File: config.mk
export PLATFORM = sky130hd
export DESIGN_NAME = scr1_mem_pulp_obi
export DESIGN_NICKNAME = d
export VERILOG_FILES = /design/src/rtl/scr1_mem_pulp_obi.sv
export SDC_FILE = /design/constraint.sdc
export NUM_CORES = 1
export LEC_CHECK = 0
export CAP_MARGIN = 10
export CELL_PAD_IN_SITES_DETAIL_PLACEMENT = 1
export CELL_PAD_IN_SITES_GLOBAL_PLACEMENT = 1
export CORE_MARGIN = 4
export CORE_UTILIZATION = 17
export CTS_CLUSTER_DIAMETER = 50
export DETAILED_ROUTE_END_ITERATION = 12
export HOLD_SLACK_MARGIN = 0.12
export PLACE_DENSITY = 0.78
export SYNTH_ARGS = -nofsm -noshare
export SYNTH_HDL_FRONTEND = slang
export SYNTH_SLANG_ARGS = --single-unit
File: constraint.sdc
create_clock -name clk -period 2.19 [get_ports clk]
set_input_delay 0.438 -clock clk [delete_from_list [all_inputs] [get_ports clk]]
set_output_delay 0.438 -clock clk [all_outputs]
set_load 0.01 [all_outputs]
File: src/rtl/scr1_mem_pulp_obi.sv
// SCR1 core memory port to PULP/OBI bus bridge with an in-order request-tracking FIFO.
// Misaligned accesses can be answered locally with an error, without a bus transaction.
package scr1_memif_pkg;
  typedef enum logic {
    SCR1_MEM_CMD_RD = 1'b0,
    SCR1_MEM_CMD_WR = 1'b1
  } type_scr1_mem_cmd_e;

  typedef enum logic [1:0] {
    SCR1_MEM_WIDTH_BYTE  = 2'b00,
    SCR1_MEM_WIDTH_HWORD = 2'b01,
    SCR1_MEM_WIDTH_WORD  = 2'b10,
    SCR1_MEM_WIDTH_ERROR = 2'b11
  } type_scr1_mem_width_e;

  typedef enum logic [1:0] {
    SCR1_MEM_RESP_NOTRDY = 2'b00,
    SCR1_MEM_RESP_RDY_OK = 2'b01,
    SCR1_MEM_RESP_RDY_ER = 2'b10
  } type_scr1_mem_resp_e;
endpackage

module scr1_mem_pulp_obi
  import scr1_memif_pkg::*;
#(
  parameter int SCR1_ADDR_WIDTH   = 32,
  parameter int OUTSTANDING_DEPTH = 2,
  parameter bit MISALIGN_CHECK    = 1'b1
) (
  input  logic                       clk,
  input  logic                       rst_n,
  input  logic                       core_req,
  output logic                       core_req_ack,
  input  type_scr1_mem_cmd_e         core_cmd,
  input  type_scr1_mem_width_e       core_width,
  input  logic [SCR1_ADDR_WIDTH-1:0] core_addr,
  input  logic [31:0]                core_wdata,
  output logic [31:0]                core_rdata,
  output type_scr1_mem_resp_e        core_resp,
  output logic                       data_req_o,
  input  logic                       data_gnt_i,
  output logic [SCR1_ADDR_WIDTH-1:0] data_addr_o,
  output logic                       data_we_o,
  output logic [3:0]                 data_be_o,
  output logic [31:0]                data_wdata_o,
  input  logic                       data_rvalid_i,
  input  logic [31:0]                data_rdata_i,
  input  logic                       data_err_i,
  output logic                       spurious_rvalid_o
);

  localparam int PTR_W = (OUTSTANDING_DEPTH > 1) ? $clog2(OUTSTANDING_DEPTH) : 1;
  localparam int CNT_W = $clog2(OUTSTANDING_DEPTH + 1);
  localparam logic [PTR_W-1:0] LAST_PTR = PTR_W'(OUTSTANDING_DEPTH - 1);
  localparam logic [CNT_W-1:0] FULL_CNT = CNT_W'(OUTSTANDING_DEPTH);

  typedef struct packed {
    logic                 local_err;
    type_scr1_mem_cmd_e   cmd;
    type_scr1_mem_width_e width;
    logic [1:0]           off;
  } entry_t;

  function automatic logic [3:0] f_be(input type_scr1_mem_width_e width, input logic [1:0] off);
    case (width)
      SCR1_MEM_WIDTH_BYTE:  return 4'b0001 << off;
      SCR1_MEM_WIDTH_HWORD: return off[1] ? 4'hC : 4'h3;
      SCR1_MEM_WIDTH_WORD:  return 4'hF;
      default:              return 4'h0;
    endcase
  endfunction

  function automatic logic [31:0] f_wdata(input type_scr1_mem_width_e width, input logic [31:0] wdata);
    case (width)
      SCR1_MEM_WIDTH_BYTE:  return {4{wdata[7:0]}};
      SCR1_MEM_WIDTH_HWORD: return {2{wdata[15:0]}};
      default:              return wdata;
    endcase
  endfunction

  function automatic logic [31:0] f_lane(input type_scr1_mem_width_e width, input logic [1:0] off,
                                         input logic [31:0] rdata);
    case (width)
      SCR1_MEM_WIDTH_BYTE:  return {24'h0, rdata[{off, 3'b000} +: 8]};
      SCR1_MEM_WIDTH_HWORD: return off[1] ? {16'h0, rdata[31:16]} : {16'h0, rdata[15:0]};
      SCR1_MEM_WIDTH_WORD:  return rdata;
      default:              return 32'h0;
    endcase
  endfunction

  function automatic logic [PTR_W-1:0] f_ptr_inc(input logic [PTR_W-1:0] ptr);
    return (ptr == LAST_PTR) ? '0 : ptr + 1'b1;
  endfunction

  entry_t           r_fifo [OUTSTANDING_DEPTH];
  logic [PTR_W-1:0] r_wr_ptr;
  logic [PTR_W-1:0] r_rd_ptr;
  logic [CNT_W-1:0] r_count;

  logic   w_full;
  logic   w_empty;
  logic   w_width_ok;
  logic   w_mis;
  logic   w_push;
  logic   w_pop;
  logic   w_spur;
  entry_t w_head;
  entry_t w_push_entry;

  assign w_full     = (r_count == FULL_CNT);
  assign w_empty    = (r_count == '0);
  assign w_width_ok = (core_width != SCR1_MEM_WIDTH_ERROR);
  assign w_mis      = MISALIGN_CHECK &&
                      (((core_width == SCR1_MEM_WIDTH_HWORD) && core_addr[0]) ||
                       ((core_width == SCR1_MEM_WIDTH_WORD) && (core_addr[1:0] != 2'b00)));

  // Request issue: the live request is gated by reset so nothing leaks out while held in reset
  assign data_req_o   = rst_n & core_req & ~w_full & ~w_mis & w_width_ok;
  assign core_req_ack = (data_req_o & data_gnt_i) | (rst_n & core_req & ~w_full & w_mis);
  assign data_addr_o  = {core_addr[SCR1_ADDR_WIDTH-1:2], 2'b00};
  assign data_we_o    = (core_cmd == SCR1_MEM_CMD_WR);
  assign data_be_o    = f_be(core_width, core_addr[1:0]);
  assign data_wdata_o = f_wdata(core_width, core_wdata);

  assign w_push       = core_req_ack;
  assign w_push_entry = '{local_err: w_mis, cmd: core_cmd, width: core_width, off: core_addr[1:0]};
  assign w_head       = r_fifo[r_rd_ptr];

  // Response side: combinational from the FIFO head, zero latency from rvalid
  always_comb begin
    core_resp  = SCR1_MEM_RESP_NOTRDY;
    core_rdata = 32'h0;
    w_pop      = 1'b0;
    w_spur     = 1'b0;
    if (w_empty) begin
      w_spur = data_rvalid_i;
    end else if (w_head.local_err) begin
      core_resp = SCR1_MEM_RESP_RDY_ER;
      w_pop     = 1'b1;
      w_spur    = data_rvalid_i;
    end else if (data_rvalid_i) begin
      w_pop     = 1'b1;
      core_resp = data_err_i ? SCR1_MEM_RESP_RDY_ER : SCR1_MEM_RESP_RDY_OK;
      if (!data_err_i && (w_head.cmd == SCR1_MEM_CMD_RD))
        core_rdata = f_lane(w_head.width, w_head.off, data_rdata_i);
    end
  end

  assign spurious_rvalid_o = w_spur & rst_n;

  always_ff @(posedge clk) begin
    if (w_push) r_fifo[r_wr_ptr] <= w_push_entry;
  end

  always_ff @(posedge clk or negedge rst_n) begin
    if (!rst_n) begin
      r_wr_ptr <= '0;
      r_rd_ptr <= '0;
      r_count  <= '0;
    end else begin
      if (w_push) r_wr_ptr <= f_ptr_inc(r_wr_ptr);
      if (w_pop)  r_rd_ptr <= f_ptr_inc(r_rd_ptr);
      case ({w_push, w_pop})
        2'b10:   r_count <= r_count + 1'b1;
        2'b01:   r_count <= r_count - 1'b1;
        default: r_count <= r_count;
      endcase
    end
  end

endmodule

## Word level (Yosys, flattened, before mapping)

Memory sizes are Yosys's and may differ from the RTL's.
Cells that the tools add are included.

| operators by class | value |
|---|---|
| add/subtract/negate cells | 4 |
| $mul | 0 |
| div/mod/pow operators | 0 |
| order comparisons | 0 |
| eq/ne operators | 8 |
| shift operators | 2 |
| muxes and demuxes | 23 |
| bitwise gates (word level) | 11 |
| reduce and logical (&&, ||, !) cells | 10 |

Operators by type and width:

| operator | number |
|---|---|
| $mux 32 | 4 |
| $pmux 32 s3 | 1 |
| $pmux 32 s2 | 1 |
| $shiftx 32x6->8 | 1 |
| $mux 16 | 1 |
| $pmux 4 s3 | 1 |
| $mux 1 | 9 |
| $eq 2x2->1 const B | 4 |
| $mux 2 | 4 |
| $and 1x1->1 | 7 |
| $eq 2x1->1 const B | 3 |
| $logic_not 2->1 | 3 |
| $mux 4 | 1 |
| $pmux 2 s2 | 1 |
| $reduce_bool 2->1 | 2 |
| $shl 1x2->4 const A | 1 |
| $logic_and 1x1->1 | 3 |
| $not 1->1 | 3 |
| $add 1x1->1 const B | 2 |
| $add 2x1->2 const B | 1 |
| $ne 2x2->1 const B | 1 |
| $sub 2x1->2 const B | 1 |
| $logic_not 1->1 | 1 |
| $logic_or 1x1->1 | 1 |
| $or 1x1->1 | 1 |

| storage, ports and cells | value |
|---|---|
| flip-flop bits (word level) | 4 |
| bits in latches | 0 |
| memory bits (writable) | 12 |
| ROM bits | 0 |
| input bits | 105 |
| word-level logic and storage cells | 62 |
| memories kept | 1 |

Memories:

| name | depth | bits a word | rd ports | clocked after memory_dff | write ports | line | RTL |
|---|---|---|---|---|---|---|---|
| r_fifo | 2 | 6 | 1 | 0 | 1 | 95 | `entry_t r_fifo [OUTSTANDING_DEPTH];` |

## Depth between registers and ports, before layout

Gate-level depths: netlist (run 1).

| depth | value |
|---|---|
| depth in word-level cells | 10 |
| mapped depth | 9 |
| depth with buffers taken out | 8 |

## Least setup slack after synthesis (run 1)

No wires, ideal clock.

| timing path | value |
|---|---|
| kind | register to output |
| start | register r_rd_ptr |
| end | output port core_rdata[10] |
| arrival time | 1.944 ns |
| slack | -0.192 ns |
| cell stages (with the launch flop) | 5 |
| buffers on the path | 0 |
| cells stage by stage | dfrtp_1 mux2_4 or4_4 a2111oi_4 a22o_1 |

| between the ends | value |
|---|---|
| cells in the longest elaborated chain, start to end | 7 |

Ends and longest elaborated chain:

| item | line | RTL |
|---|---|---|
| from (decl) | 97 | `logic [PTR_W-1:0] r_rd_ptr;` |
| from (signal assigned) | 162 | `if (w_pop) r_rd_ptr <= f_ptr_inc(r_rd_ptr);` |
| $mem_v2 2x6 (*) | - |  |
| $eq 2x2->1, or another cell as far along | 83 | `case (width)` |
| $pmux 32 s3 / $logic_and 1x1->1 (equally long branches) | 83, 144 |  |
| $mux 32 | 144 | `if (!data_err_i && (w_head.cmd == SCR1_MEM_CMD_RD))` |
| $mux 32 | 141 | `end else if (data_rvalid_i) begin` |
| $mux 32 (*) | 137 | `end else if (w_head.local_err) begin` |
| $mux 32 (*) | 135 | `if (w_empty) begin` |
| to (decl) | 38 | `output logic [31:0] core_rdata,` |

Every way passes the cells marked *; elsewhere a longest branch is shown, timed or not.

## Worst setup path in the final report (run 1)

| timing path | value |
|---|---|
| start | register r_rd_ptr |
| end | output port core_rdata[11] |

The elaborated chain is that of the path after synthesis.

==> impl_metrics.py, run 1 <==
metrics = {
    "outcome": {
        "status": "finished with violations",
        "violations": "negative setup slack",
    },
    "die": {
        "ios": 211,
        "start_util_pct": 17.5,
        "die_area_sq_mm": 0.0144,
        "die_h_microns": 120,
        "core_area_sq_mm": 0.0122,
        "placementRows": 40,
        "die_x_microns": 120,
    },
    "min_path": {
        "holdPathEnd": "r_wr_ptr",
        "hp-start": "r_wr_ptr",
        "hold_path_class": "flip-flop to flip-flop",
        "worstHoldPathCells": 1,
    },
    "power": {
        "vdd_drop_max_v": 0.000239,
        "pwr-share-clk_pct": 16.3,
        "sw_frac_of_total_pct": 36.8,
        "power.internal_mw": 1.39,
        "p_sw_mw": 0.809,
        "power-per-cell-area_mw_per_mm2": 509,
        "comb_power_share_pct": 63.9,
        "total_power_mw": 2.20,
        "p_leak_nw": 1.83,
        "seq_power_share_pct": 19.8,
    },
    "setup_path": {
        "cp-start-kind": "flip-flop",
        "critPathKind": "flip-flop to primary output",
        "r2r_slack_ns": 0.30,
        "required_ns": 1.75,
        "cp_max_fo": 4,
        "end_kind": "primary output",
        "crit_start": "r_rd_ptr",
        "r2r-end": "r_count[1]",
        "arrival_ns": 2.41,
        "r2r_start": "r_rd_ptr",
        "worst_r2r_path_depth": 8,
    },
    "logic_synthesis": {
        "async_flop_share_pct": 25.0,
        "synthCells": 258,
        "synthesis.area_sq_mm": 0.00213,
        "synth_cell_type_count": 47,
        "synth_top_flop_cell": "edfxtp_1",
        "yosysWarnings": 0,
        "synth_seq_cells": 16,
        "synth_area_per_cell_sq_um": 8.26,
        "synth_seq_area_share_pct": 21.6,
        "synth_edf_count": 12,
    },
    "final_layout": {
        "area_delta_synth_final_pct": 103,
        "seqCellArea_sq_um": 462,
        "layout-drive-gt1-share_pct": 39.7,
        "instances_no_fill": 604,
        "fillerInstances": 1423,
        "n_antenna_cell": 0,
        "utilization_pct": 35.5,
        "multiInputGateArea_sq_mm": 0.00148,
        "nets": 543,
    },
    "sta": {
        "slew_headroom_pct": 60.4,
        "rsz0062_at_grt": "true",
        "fin_skew_ns": 0.00197,
        "hold_violations": 0,
        "worst_slack_ns": -0.658,
        "tightest_slew_ns": 0.587,
        "hold_slack_ns": 0.491,
        "drv_slew": 0,
        "period_minus_slack_ns": 2.85,
        "fmax_mhz": 351,
        "setup_violations": 32,
        "min_period_over_period_pct": 130,
    },
    "clocking": {
        "clockBufferDepth": 2,
        "cts_tree": "yes",
        "cts.clk_slew.worst_paths_ns": 0.05,
        "clkLatencyLatePin_ns": 0.25,
        "cts_num_sinks": 16,
        "cts_made_buffers": 3,
        "cts_root_buffer": "clkbuf_16",
        "ctsHtreeMaxLevel": 1,
        "holdBufCountCts": 0,
    },
    "grt": {
        "track_usage_pct": 13.3,
        "antenna_found_initial": 0,
        "overflow": 0,
        "grt_pass1_wl_mm": 15.5,
        "grt_pass1_vias": 2986,
        "grt_max_degree": 25,
    },
    "detailed_routing": {
        "drtPass1Iterations": 6,
        "wl_per_cell_microns": 16.8,
        "dr_total_vias": 2658,
        "ant_nets": 0,
        "drtIter0Drc": 135,
        "drc_errors": 0,
        "routed_via_density": 4.40,
        "drt-total-wl_mm": 10.2,
    },
    "placed_design": {
        "port_buffers": 148,
        "pre_cts_slack_ns": -1.00,
        "gp_congestion": 0.950,
        "placed_cells": 583,
        "dp_hpwl_mm": 8.18,
    },
    "flow_run": {
        "cap_viol_max_count": 0,
    },
}
[final cells by class]
cell class                      instances  area share (%)
Timing Repair Buffer                  228            47.7
Tap cell                              168            4.86
Multi-Input combinational cell        181            34.3
Clock buffer                            4            1.82
Sequential cell                        16            10.7
Inverter                                7           0.608
[registers in the layout, summed over array words and instances, names as in the netlist]
signal / count
r_fifo: 12
r_rd_ptr: 1
r_count: 2
r_wr_ptr: 1
[worst max path at each step]
stage	slack, ns	to	cells past startpoint
2_1_floorplan	-0.19	core_rdata[10]	4
3_3_place_gp	-0.94	core_rdata[9]	7
3_5_place_dp	-1.00	core_rdata[12]	7
4_1_cts	-0.69	core_rdata[12]	8
5_1_grt	-0.74	core_rdata[12]	8
6_report	-0.66	core_rdata[11]	8
[what timing repair did]
item	4_1_cts	5_1_grt
endpoints found under the setup margin	66	36
buffers inserted	16	1
resized for setup	203	11
pin swaps	12	5
[metal layers]
metal	up-vias	track usage (%)	wire, microns
met5	-	0	0
met4	0	7.23	516
met3	36	2.73	854
met2	154	25.6	5100
met1	1228	13.3	3680
li1	1240	-	-
[synthesized netlist by cell type, types with 7 or more instances]
| cell type | number | area (sq um) |
|---|---|---|
| a22o_1 | 9 | 78.8 |
| clkbuf_1 | 10 | 37.5 |
| edfxtp_1 | 12 | 360 |
| mux2_2 | 17 | 191 |
| inv_1 | 7 | 26.3 |
| a21boi_0 | 7 | 52.6 |
| a31oi_1 | 7 | 43.8 |
| buf_4 | 41 | 308 |
| nor2_1 | 8 | 30.0 |
| and2_1 | 17 | 106 |
| o21ai_0 | 21 | 105 |
| mux2i_1 | 9 | 90.1 |
| a21oi_1 | 7 | 35.0 |
| o21ai_1 | 7 | 35.0 |
| and3_1 | 7 | 43.8 |
| nand2_1 | 18 | 67.6 |
[power groups by stage]
stage,Clock (mW),Sequential (mW),Combinational [mW]
2_1_floorplan,0,0.427,0.733
3_3_place_gp,0,0.433,1.28
3_5_place_dp,0,0.438,1.33
4_1_cts,0.365,0.434,1.40
5_1_grt,0.380,0.442,1.51
6_report,0.359,0.435,1.41
[critical path: stages, from the launching register on]
cell and delay [ns]:
dfrtp_2 0.44, mux2_4 0.30, or4_4 0.56, a2111oi_4 0.22, buf_4 0.20, buf_6 0.10
buf_6 0.08, a22o_1 0.12, buf_2 0.13
[cells in the final DEF, fill, tap and decap left out, types with 8 or more instances in the layout]
cell             count
nand2_1             18
dlygate4sd2_1       21
mux2_2              16
clkdlybuf4s50_1     87
buf_4               66
buf_6               21
a22o_1               9
mux2i_1              9
and2_1               8
edfxtp_1            12
o21ai_1              9
and2_4               9
clkdlybuf4s15_2     11
o21ai_0             19
buf_2               17
[logic make-up (layout without fill, tap and decap cells)]
logic type / count (synthesis) / in the layout / share of synthesized area (%)
AND/OR/NAND/NOR: 75 / 75 / 20.4
other: 1 / 2 / 0.176
multiplexers: 28 / 28 / 14.6
AO/OA/AOI/OAI: 69 / 69 / 21.5
XOR/XNOR: 6 / 6 / 2.47
buffers and inverters: 62 / 239 / 18.6
adder cells (fa/ha/maj): 1 / 1 / 0.587
flip-flops: 16 / 16 / 21.6
[through the flow]
step           TNS [ns]  cell area [sq um]
5_1_grt          -21.29               4320
4_1_cts          -17.88               4290
3_3_place_gp     -41.90               4060
6_report         -18.88               4320
2_1_floorplan     -3.20               2270
3_5_place_dp     -44.97               4060
Note: power is estimated with default switching activity, not from simulation.
==> run 2: changes to the inputs <==
Settings changed: CORE_UTILIZATION 17 to 18, CTS_BUF_LIST from default to sky130_fd_sc_hd__clkbuf_4, CTS_CLUSTER_SIZE from default to 30, PLACE_DENSITY 0.78 to 0.82.
==> impl_metrics.py, run 2 (synthesized netlist as in run 1, its figures left out) <==
metrics = {
    "outcome": {
        "status": "finished with violations",
        "violations": "negative setup slack",
    },
    "clocking": {
        "cts_tree": "yes",
        "cts_made_buffers": 3,
        "cts_root_buffer": "clkbuf_4",
        "cts_num_sinks": 16,
        "ctsHtreeMaxLevel": 1,
        "clockBufferDepth": 2,
        "cts.clk_slew.worst_paths_ns": 0.08,
        "holdBufCountCts": 0,
        "clkLatencyLatePin_ns": 0.29,
    },
    "sta": {
        "fin_skew_ns": 0.000615,
        "hold_violations": 0,
        "worst_slack_ns": -0.666,
        "rsz0062_at_grt": "true",
        "fmax_mhz": 350,
        "min_period_over_period_pct": 130,
        "drv_slew": 0,
        "period_minus_slack_ns": 2.86,
        "hold_slack_ns": 0.440,
        "setup_violations": 32,
    },
    "setup_path": {
        "crit_top_cell": "buf_6",
        "slowest_delay_ns": 0.55,
        "critPathTopFamily": "simple AND/OR/NAND/NOR gates",
        "r2r-end": "r_count[1]",
        "critPathKind": "flip-flop to primary output",
        "cp_max_fo": 5,
        "cp-start-kind": "flip-flop",
        "cp_cell_sequence": "mux2_4 > or4_4 > a2111oi_4 > buf_4 > buf_6 > buf_6 > a22o_1 > buf_2",
        "arrival_ns": 2.42,
        "required_ns": 1.75,
        "end_kind": "primary output",
        "worst_r2r_path_depth": 8,
        "crit_buf_inv": 4,
        "r2r_slack_ns": 0.30,
        "cpMaxStageDelayCell": "or4_4",
        "r2r_start": "r_rd_ptr",
    },
    "detailed_routing": {
        "drt-total-wl_mm": 9.63,
        "drtPass1Iterations": 4,
        "ant_nets": 0,
        "dr_total_vias": 2651,
        "wl_per_cell_microns": 16.4,
        "routed_via_density": 4.51,
        "drtIter0Drc": 137,
        "drc_errors": 0,
    },
    "final_layout": {
        "layout-drive-gt1-share_pct": 39.3,
        "final_cell_mix": "81 x clkdlybuf4s50_1, 76 x buf_4, 28 x dlygate4sd2_1",
        "final_common_cell": "clkdlybuf4s50_1",
        "n_antenna_cell": 0,
        "regMostFlops": "r_fifo",
        "area_delta_synth_final_pct": 98.5,
        "largest_reg_flops": 12,
        "reg.largest.list": "r_fifo (12), r_count (2)",
        "final_area_sq_mm": 0.00423,
        "nets": 552,
    },
    "power": {
        "vdd_drop_max_v": 0.000216,
        "power-per-cell-area_mw_per_mm2": 458,
        "comb_power_share_pct": 70.1,
        "seq_power_share_pct": 22.1,
        "sw_frac_of_total_pct": 38.7,
        "total_power_mw": 1.94,
        "p_leak_nw": 1.86,
        "p_sw_mw": 0.751,
        "power.internal_mw": 1.19,
        "pwr-share-clk_pct": 7.8,
    },
    "die": {
        "start_util_pct": 18.5,
        "die_x_microns": 117,
        "die_h_microns": 117,
        "die_area_sq_mm": 0.0136,
        "ios": 211,
        "placementRows": 39,
        "core_area_sq_mm": 0.0115,
    },
    "placed_design": {
        "place_area_sq_mm": 0.00410,
        "dp_hpwl_mm": 8.18,
        "port_buffers": 148,
        "gp_congestion": 0.949,
    },
    "grt": {
        "overflow": 0,
        "grt_pass1_wl_mm": 14.8,
        "grt_max_degree": 24,
        "antenna_found_initial": 0,
        "grt_pass1_vias": 2872,
        "track_usage_pct": 13.6,
    },
    "flow_run": {
        "cap_viol_max_count": 0,
    },
    "min_path": {
        "hold_path_class": "primary input to asynchronous set/reset pin",
    },
}
run 2: timing repair:
action / in CTS / in global routing
endpoints found under the setup margin: 65 / 41
gates resized for setup: 221 / 11
cloned: 1 / 0
pin swaps: 18 / 1
buffers inserted: 18 / 2
run 2: how the worst max path moves through the flow:
stage,start,end,slack [ns],cells past startpoint
6_report,r_rd_ptr,core_rdata[13],-0.67,8
5_1_grt,r_rd_ptr,core_rdata[13],-0.76,8
4_1_cts,r_rd_ptr,core_rdata[13],-0.70,8
3_5_place_dp,data_rvalid_i,core_rdata[12],-0.97,7
3_3_place_gp,data_rvalid_i,core_rdata[9],-0.95,7
2_1_floorplan,r_rd_ptr,core_rdata[10],-0.19,4
run 2: power by group through the flow:
stage	Clock [mW]	Combinational, mW	Sequential [mW]
floorplan	0	0.733	0.427
global placement	0	1.31	0.431
detailed placement	0	1.36	0.436
CTS	0.156	1.36	0.429
global route	0.171	1.48	0.437
finish	0.151	1.36	0.428
run 2: layer usage:
metal / GRT usage (%) / vias to the layer above / wire length (microns)
li1: - / 1260 / -
met1: 14.5 / 1215 / 3630
met2: 26.2 / 150 / 4790
met3: 2.52 / 26 / 885
met4: 5.50 / 0 / 328
met5: 0 / - / 0
run 2: final cells by class:
class	count	area, sq um
fill	1376	7290
inverter	7	26.3
clock inverter	1	3.75
clock buffer	3	22.5
timing repair buffer	237	2080
tap	143	179
sequential	16	460
multi-input combinational	181	1450
run 2: through the flow:
stage / instances / setup TNS (ns) / setup slack [ns] / utilization (%)
CTS: 588 / -18.19 / -0.702 / 36.4
global placement: 565 / -39.47 / -0.949 / 35.6
global route: 588 / -21.41 / -0.757 / 36.7
detailed placement: 565 / -40.94 / -0.969 / 35.6
finish: 588 / -18.69 / -0.666 / 36.7
floorplan: 259 / -3.20 / -0.192 / -
run 2: worst reg2reg max path: stages (launching register included):
cell,delay [ns]
dfrtp_1,0.42
mux2_4,0.32
buf_4,0.15
o22ai_2,0.13
buf_4,0.14
inv_1,0.05
ha_1,0.32
nor2_1,0.15
xnor2_1,0.13
==> run 3: changes to the inputs <==
Settings changed: PLACE_DENSITY 0.82 to default, PLACE_DENSITY_LB_ADDON from default to 0.1.
==> impl_metrics.py, run 3 (synthesized netlist as in run 1, its figures left out) <==
metrics = {
    "placed_design": {
        "port_buffers": 148,
        "pre_cts_slack_ns": -1.05,
        "placed_cells": 559,
        "gp_congestion": 0.744,
        "dp_hpwl_mm": 7.50,
    },
    "sta": {
        "worst_slack_ns": -0.671,
        "tns_ns": -18.92,
        "hold_violations": 0,
        "setup_violations": 32,
        "drv_slew": 0,
        "rsz0062_at_grt": "true",
        "hold_slack_ns": 0.452,
        "min_period_over_period_pct": 131,
        "fmax_mhz": 350,
        "tightest_slew_ns": 0.581,
        "fin_skew_ns": 0.00197,
        "period_minus_slack_ns": 2.86,
        "slew_headroom_pct": 60.8,
    },
    "setup_path": {
        "end_kind": "primary output",
        "crit_top_cell": "buf_6",
        "r2r_slack_ns": 0.31,
        "slowest_delay_ns": 0.54,
        "cp-start-kind": "primary input",
        "required_ns": 1.75,
        "cpMaxStageDelayCell": "or4_4",
        "cp_max_fo": 4,
        "arrival_ns": 2.42,
        "critPathKind": "primary input to primary output",
        "worst_r2r_path_depth": 8,
        "r2r_start": "r_rd_ptr",
        "r2r-end": "r_count[1]",
        "crit_start": "data_rvalid_i",
        "endpoint": "core_rdata[11]",
        "cp_cell_sequence": "clkdlybuf4s50_1 > o21ai_1 > or4_4 > a2111oi_4 > buf_6 > buf_6 > buf_6 > a22o_1 > buf_2",
    },
    "clocking": {
        "cts_num_sinks": 16,
        "ctsHtreeMaxLevel": 1,
        "clkLatencyLatePin_ns": 0.28,
        "cts_made_buffers": 3,
        "holdBufCountCts": 0,
        "clockBufferDepth": 2,
        "cts_root_buffer": "clkbuf_4",
        "cts.clk_slew.worst_paths_ns": 0.09,
        "cts_tree": "yes",
    },
    "power": {
        "power-per-cell-area_mw_per_mm2": 454,
        "vdd_drop_max_v": 0.000218,
        "p_leak_nw": 1.78,
    },
    "final_layout": {
        "reg.largest.list": "r_fifo (12), r_count (2)",
        "area_delta_synth_final_pct": 96.7,
        "regMostFlops": "r_fifo",
        "largest_reg_flops": 12,
        "multiInputGateArea_sq_mm": 0.00146,
        "final_cell_mix": "81 x clkdlybuf4s50_1, 61 x buf_4, 28 x dlygate4sd2_1",
        "final_common_cell": "clkdlybuf4s50_1",
        "layout-drive-gt1-share_pct": 39.2,
        "fillerInstances": 1382,
        "utilization_pct": 36.4,
        "nets": 536,
        "instances_no_fill": 572,
        "seqCellArea_sq_um": 462,
        "n_antenna_cell": 0,
    },
    "detailed_routing": {
        "drt-total-wl_mm": 9.12,
        "ant_nets": 0,
        "dr_total_vias": 2513,
        "drtIter0Drc": 88,
        "drtPass1Iterations": 4,
        "wl_per_cell_microns": 16.0,
        "routed_via_density": 4.39,
        "drc_errors": 0,
    },
    "min_path": {
        "hold_path_class": "primary input to asynchronous set/reset pin",
    },
    "grt": {
        "grt_max_degree": 18,
        "grt_pass1_vias": 2782,
        "overflow": 0,
        "antenna_found_initial": 0,
        "grt_pass1_wl_mm": 13.9,
        "track_usage_pct": 12.7,
    },
    "outcome": {
        "status": "finished with violations",
        "violations": "negative setup slack",
    },
    "die": {
        "ios": 211,
        "die_h_microns": 117,
        "die_x_microns": 117,
        "start_util_pct": 18.5,
        "core_area_sq_mm": 0.0115,
        "placementRows": 39,
        "die_area_sq_mm": 0.0136,
    },
    "flow_run": {
        "cap_viol_max_count": 0,
    },
}
==> run 3: worst min path at each step <==
stage / from / end / slack, ns / depth (start not counted)
2_1_floorplan: rst_n / r_count[0] / 0.14 / 0
5_1_grt: rst_n / r_wr_ptr / 0.45 / 2
3_3_place_gp: r_wr_ptr / r_wr_ptr / 0.47 / 1
3_5_place_dp: r_wr_ptr / r_wr_ptr / 0.47 / 1
6_report: rst_n / r_wr_ptr / 0.45 / 2
4_1_cts: rst_n / r_wr_ptr / 0.45 / 2
==> run 3: through the flow <==
stage                     power [mW]  area, sq um
after detailed placement        1.76         4050
after global placement          1.74         4050
after CTS                       1.91         4100
final                           1.90         4190
after floorplan                 1.16         2270
after global routing            2.06         4190
==> run 3: metal layers <==
metal / vias to the layer above / GRT usage [%] / routed length [microns] / share of wire (%)
li1: 1221 / - / - / -
met1: 1152 / 14.6 / 3630 / 40
met2: 116 / 22.2 / 4320 / 47
met3: 24 / 4.58 / 970 / 11
met4: 0 / 3.59 / 195 / 2.1
met5: - / 0 / 0 / 0
==> run 3: critical path, delay by kind of cell <==
family / cells / cell delay (ns)
buffers and inverters: 5 / 0.99
AOI/OAI and AO/OA: 3 / 0.45
and+or+nand+nor: 1 / 0.54
==> run 3: area by class of cell <==
class,instances,share of cell area (%)
repair buffers,221,48.7
multi-input cells,181,34.8
flip-flops and latches,16,11.0
well taps,143,4.27
inverters,7,0.627
clock buffers,3,0.537
clock inverters,1,0.0896
==> run 3: what timing repair did <==
action / in CTS / in global routing
pin swaps: 13 / 11
setup endpoints to repair: 66 / 40
setup buffers: 7 / 0
gates resized for setup: 196 / 38
gates cloned: 2 / 0
==> run 3: report_power, final <==
part	total [mW]	internal (mW)	switching, mW
sequential	0.434	0.392	0.0421
clock	0.154	0.0660	0.0877
combinational	1.31	0.712	0.601
